[config.mk]
export PLATFORM = sky130hd
export DESIGN_NAME = result_digit_emitter
export DESIGN_NICKNAME = d
export VERILOG_FILES = /design/src/rtl/result_digit_emitter.sv
export SDC_FILE = /design/constraint.sdc
export NUM_CORES = 1
export LEC_CHECK = 0
export CAP_MARGIN = 20
export CORE_MARGIN = 2
export CORE_UTILIZATION = 53
export CTS_BUF_LIST = sky130_fd_sc_hd__clkbuf_8
export CTS_CLUSTER_SIZE = 28
export DETAILED_ROUTE_END_ITERATION = 7
export MAX_ROUTING_LAYER = met4
export PLACE_DENSITY_LB_ADDON = 0.1
export SYNTH_ARGS = -nofsm -noshare
export SYNTH_HDL_FRONTEND = slang
export SYNTH_SLANG_ARGS = --single-unit
[constraint.sdc]
create_clock -name clk -period 4.4 [get_ports clk]
set_clock_uncertainty 0.2 [all_clocks]
set_input_delay 0.44 -clock clk [delete_from_list [all_inputs] [get_ports clk]]
set_output_delay 0.44 -clock clk [all_outputs]
set_load 0.02 [all_outputs]
[src/rtl/result_digit_emitter.sv]
// result_digit_emitter
//
// Converts a 32-bit unsigned result into 10-digit BCD with a sequential
// shift-add-3 (double dabble), one iteration per clock. It then replays
// the significant decimal digits, most significant first, as keypad-style
// strobes so that any keypad-fed consumer can be loaded as if the value
// had been typed.
//
// Ports
//   clk         system clock, all state on the rising edge
//   reset       asynchronous, active-high reset
//   start       conversion request, sampled only in IDLE
//   resultado   32-bit unsigned operand, captured on the accepting edge
//   digit       current BCD digit; valid while newDigit=1, held through the gap
//   newDigit    digit strobe: HOLD_CYCLES high, then GAP_CYCLES low per digit
//   bcd         full 10-digit BCD of the captured operand (published in LOAD)
//   digitCount  number of significant digits, 1..10 (published in LOAD)
//   busy        high from the accepting edge through the done pulse
//   done        single-cycle pulse after the last digit's gap
//   state_dbg   current FSM state encoding, for observation only
//
// Handshake: start is a level request with no ready/ack. It is honoured
// only on an edge where the FSM is in IDLE; requests at any other time are
// dropped, not queued. newDigit is a strobe with no back-pressure, and the
// consumer is expected to act on its rising edge.

module result_digit_emitter #(
   parameter int HOLD_CYCLES = 2,
   parameter int GAP_CYCLES  = 2
) (
   input  logic        clk,
   input  logic        reset,
   input  logic        start,
   input  logic [31:0] resultado,
   output logic [3:0]  digit,
   output logic        newDigit,
   output logic [39:0] bcd,
   output logic [3:0]  digitCount,
   output logic        busy,
   output logic        done,
   output logic [2:0]  state_dbg
);

   typedef enum logic [2:0] {
      S_IDLE    = 3'd0,
      S_CONVERT = 3'd1,
      S_LOAD    = 3'd2,
      S_DRIVE   = 3'd3,
      S_GAP     = 3'd4,
      S_DONE    = 3'd5
   } state_t;

   localparam logic [15:0] HOLD_LAST = 16'(HOLD_CYCLES - 1);
   localparam logic [15:0] GAP_LAST  = 16'(GAP_CYCLES - 1);

   state_t      state;
   // Working register: upper 40 bits are the BCD accumulator, lower 32 the
   // binary operand being shifted out.
   logic [71:0] work;
   logic [4:0]  iter;
   logic [3:0]  ptr;
   logic [15:0] cnt;

   logic [3:0]  load_count;
   logic [3:0]  load_msd;

   // One double-dabble iteration: every BCD nibble >= 5 gets +3, then the
   // whole {bcd,bin} register shifts left by one.
   function automatic logic [71:0] dabble_step(input logic [71:0] w);
      logic [71:0] t;
      t = w;
      for (int i = 0; i < 10; i++) begin
         if (t[32 + 4*i +: 4] >= 4'd5)
            t[32 + 4*i +: 4] = t[32 + 4*i +: 4] + 4'd3;
      end
      return {t[70:0], 1'b0};
   endfunction

   // Index of the highest nonzero nibble plus one; a zero value still has
   // one significant digit.
   function automatic logic [3:0] sig_digits(input logic [39:0] b);
      logic [3:0] n;
      n = 4'd1;
      for (int i = 0; i < 10; i++) begin
         if (b[4*i +: 4] != 4'd0)
            n = 4'(i + 1);
      end
      return n;
   endfunction

   function automatic logic [3:0] nibble_at(input logic [39:0] b,
                                            input logic [3:0]  p);
      logic [3:0] r;
      r = 4'd0;
      for (int i = 0; i < 10; i++) begin
         if (p == 4'(i))
            r = b[4*i +: 4];
      end
      return r;
   endfunction

   // LOAD reads the finished accumulator straight from the working register
   // so the first digit can be presented on the same edge that publishes bcd.
   assign load_count = sig_digits(work[71:32]);
   assign load_msd   = nibble_at(work[71:32], load_count - 4'd1);
   assign state_dbg  = state;

   always_ff @(posedge clk or posedge reset) begin
      if (reset) begin
         state      <= S_IDLE;
         work       <= '0;
         iter       <= '0;
         ptr        <= '0;
         cnt        <= '0;
         digit      <= '0;
         newDigit   <= 1'b0;
         bcd        <= '0;
         digitCount <= '0;
         busy       <= 1'b0;
         done       <= 1'b0;
      end else begin
         case (state)
            S_IDLE: begin
               done <= 1'b0;
               if (start) begin
                  work  <= {40'd0, resultado};
                  iter  <= '0;
                  busy  <= 1'b1;
                  state <= S_CONVERT;
               end
            end

            S_CONVERT: begin
               work <= dabble_step(work);
               iter <= iter + 5'd1;
               if (iter == 5'd31)
                  state <= S_LOAD;
            end

            S_LOAD: begin
               bcd        <= work[71:32];
               digitCount <= load_count;
               ptr        <= load_count - 4'd1;
               digit      <= load_msd;
               newDigit   <= 1'b1;
               cnt        <= '0;
               state      <= S_DRIVE;
            end

            S_DRIVE: begin
               if (cnt == HOLD_LAST) begin
                  newDigit <= 1'b0;
                  cnt      <= '0;
                  state    <= S_GAP;
               end else begin
                  cnt <= cnt + 16'd1;
               end
            end

            S_GAP: begin
               if (cnt == GAP_LAST) begin
                  cnt <= '0;
                  if (ptr != 4'd0) begin
                     ptr      <= ptr - 4'd1;
                     digit    <= nibble_at(bcd, ptr - 4'd1);
                     newDigit <= 1'b1;
                     state    <= S_DRIVE;
                  end else begin
                     done  <= 1'b1;
                     state <= S_DONE;
                  end
               end else begin
                  cnt <= cnt + 16'd1;
               end
            end

            S_DONE: begin
               done  <= 1'b0;
               busy  <= 1'b0;
               state <= S_IDLE;
            end

            default: begin
               state    <= S_IDLE;
               newDigit <= 1'b0;
               busy     <= 1'b0;
               done     <= 1'b0;
            end
         endcase
      end
   end

endmodule

==> flow_metrics.py <==
metrics = {
    "status": {
        "status": "finished, final reports clean",
    },
    "timing": {
        "report.final.hold_viol_count": 0,
        "fmax_mhz": 251,
        "fin_crit_sh": 0.907,
        "drv_slew": 0,
        "rsz0062_at_grt": "false",
        "setup_viol": 0,
        "fin_crit_ps": 3990,
        "slew-limit-headroom": 0.304,
        "setup_tns_ps": 0,
        "worstMarginPinSlew_ps": 1040,
    },
    "logic_synthesis": {
        "yosysWarnings": 0,
        "synthArstFlopShare": 1.00,
        "yosysTopAreaCellShare": 0.445,
        "synth.distinct_cells": 62,
        "synth-edff-count": 0,
        "synth_area_per_cell_sq_um": 8.44,
        "synthTopCellsByArea": "dfrtp_1 44%, nand2_1 8.6%, o21ai_0 5.7%",
        "yosysTopAreaCell": "dfrtp_1",
        "syn_inst": 1007,
        "synth_nets": 1077,
        "ys_seq_area_frac": 0.445,
        "synth_area_sq_um": 8490,
        "ys_ff_latch": 151,
        "ys.flop_type": "dfrtp_1",
    },
    "worst_setup_path": {
        "arrival_ps": 4180,
        "required_ps": 4590,
        "crit_fanout": 14,
        "worst-setup-path-type": "flop to flop",
        "startpoint_type": "flop",
        "worst_setup_path_end_kind": "flop",
    },
    "grt": {
        "antenna_found_initial": 1,
        "grt_overflow_total": 0,
        "track_usage": 0.291,
        "grt_pass1_wl_um": 37100,
        "grt_max_degree": 76,
        "grt_pass1_vias": 7146,
    },
    "die": {
        "dieArea_sq_um": 17100,
        "io_pins": 89,
        "fp.dieW_um": 131,
        "initial_utilization": 0.539,
        "rows": 46,
        "core_area_sq_um": 15800,
        "die_h_um": 131,
    },
    "placed_design": {
        "dp_hpwl_um": 15800,
        "gp_congestion": 0.916,
        "port_buffers": 88,
    },
    "pwr": {
        "ir_drop_mv": 0.220,
        "p_leak_nw": 4.27,
        "power_density_nw_per_um2": 258,
    },
    "final_layout": {
        "final_common_cell": "nand2_1",
        "multi_input_area_sq_um": 4280,
        "drive_gt1_frac": 0.0560,
        "n_fill_cell": 1442,
        "nets": 1128,
        "fin_util": 0.627,
        "seqCellArea_sq_um": 3780,
        "area_delta_synth_final_pct": 16.4,
        "final_cell_mix": "194 x nand2_1, 151 x dfrtp_1, 96 x o21ai_0",
    },
    "route": {
        "drt-pass1-iter-count": 5,
        "wirelength_um": 23100,
        "via_per_inst": 5.96,
        "ant_nets": 0,
        "drc": 0,
        "wire_per_inst_um": 17.9,
        "via_count": 7678,
        "drt_iter0_drc": 847,
    },
    "cts": {
        "htreeDepth": 4,
        "clockRootBuffer": "clkbuf_8",
        "cts_buffers": 17,
        "ctsHoldBuffers": 0,
        "post-cts-setup-buffers": 0,
        "cts_tree": "done",
        "clock_sinks": 151,
        "cts_buffer_depth": 2,
        "ctsResizeCount": 0,
        "clkTransAtPathRegs_ps": 100,
        "insertion_delay_ps": 470,
    },
    "hold_path": {
        "hold_class": "input port to asynchronous set/reset pin",
    },
    "run": {
        "cap_violations": 0,
    },
}
-- critical path, cell delays in order (launching register included) --
cell	delay [ps]
dfrtp_1	410
inv_1	160
ha_1	240
nor3b_1	420
o41ai_1	150
nand2_1	90
nand2_1	50
a21boi_0	200
o21ai_0	240
inv_1	180
ha_1	550
nand3b_1	140
a21oi_1	160
o21ai_0	90
a311oi_1	290
o31ai_1	130
a31oi_1	190
-- cell usage after synthesis (3+ instances only) --
cell	count
o32ai_1	4
nor2_1	86
buf_6	3
a31oi_1	42
a211oi_1	4
o21ai_1	3
o21ai_0	96
buf_2	6
a221o_1	4
a32o_1	11
and2_1	4
nor4_1	3
xnor2_1	10
nor2b_1	10
nand2_1	195
nand4_1	5
a221oi_1	4
mux2i_1	4
o21a_1	4
nor3b_1	14
o211ai_1	3
nor3_1	19
inv_1	44
nor4b_1	4
xor2_1	6
o22ai_1	26
o22a_1	6
nand3_1	17
dfrtp_1	151
and3_1	11
clkbuf_1	47
buf_1	5
clkbuf_2	5
o31ai_1	17
ha_1	35
nand2b_1	15
a21oi_1	55
-- cell families after synthesis --
| family | after synthesis | share of synthesized area |
|---|---|---|
| simple gates | 391 | 0.206 |
| compound gates | 297 | 0.218 |
| flops | 151 | 0.445 |
| buf+inv | 111 | 0.0538 |
| fa+ha+maj | 35 | 0.0516 |
| xor+xnor | 17 | 0.0197 |
| mux | 5 | 0.00604 |
-- power by group --
| group | switching (mW) | total, mW | internal, mW |
|---|---|---|---|
| logic | 0.0353 | 0.0663 | 0.0310 |
| clock network | 0.588 | 1.10 | 0.515 |
| registers | 0 | 1.39 | 1.39 |
-- per-layer routing --
metal | GRT usage | up-vias | wire length [um]
met2 | 0.422 | 263 | 10300
met5 | - | - | 0
li1 | - | 3649 | -
met4 | 0.0895 | 0 | 486
met3 | 0.0635 | 38 | 1540
met1 | 0.410 | 3728 | 10800
-- state kept, by name, indices dropped and copies added (netlist names) --
register and count:
work 72, bcd 40, cnt 16, iter 5
digitCount 4, digit 4, ptr 4, state_dbg 3
busy 1, done 1, newDigit 1
-- stage by stage --
| step | setup WS, ps | std cells | area, sq um | hold WS, ps | power (mW) |
|---|---|---|---|---|---|
| 2_1_floorplan | 1210 | 1007 | 8500 | 251 | 1.44 |
| 3_3_place_gp | 497 | 1255 | 9480 | 271 | 1.48 |
| 3_5_place_dp | 424 | 1255 | 9480 | 290 | 1.48 |
| 4_1_cts | 344 | 1287 | 9880 | 294 | 2.57 |
| 5_1_grt | 124 | 1288 | 9890 | 318 | 2.64 |
| 6_report | 408 | 1288 | 9890 | 280 | 2.56 |
-- worst paths after layout --
check,from,end,slack [ps],cells after the start
setup / recovery,work[45],digit[0],410,16
hold / removal,reset,work[4],280,2
setup reg to reg,work[45],digit[0],410,16
hold reg to reg,work[0],work[0],310,1
max in group asynchronous,reset,work[41],2710,3
min in group clk,work[0],work[0],310,1
-- layout make-up --
cell class | instances | area share
Multi-Input combinational cell | 745 | 0.433
Sequential cell | 151 | 0.382
Timing Repair Buffer | 99 | 0.0999
Tap cell | 216 | 0.0273
Clock buffer | 17 | 0.0237
Inverter | 44 | 0.0171
Clock inverter | 15 | 0.0168
Antenna cell | 1 | 0.000253
(Power assumes the default switching activity.)
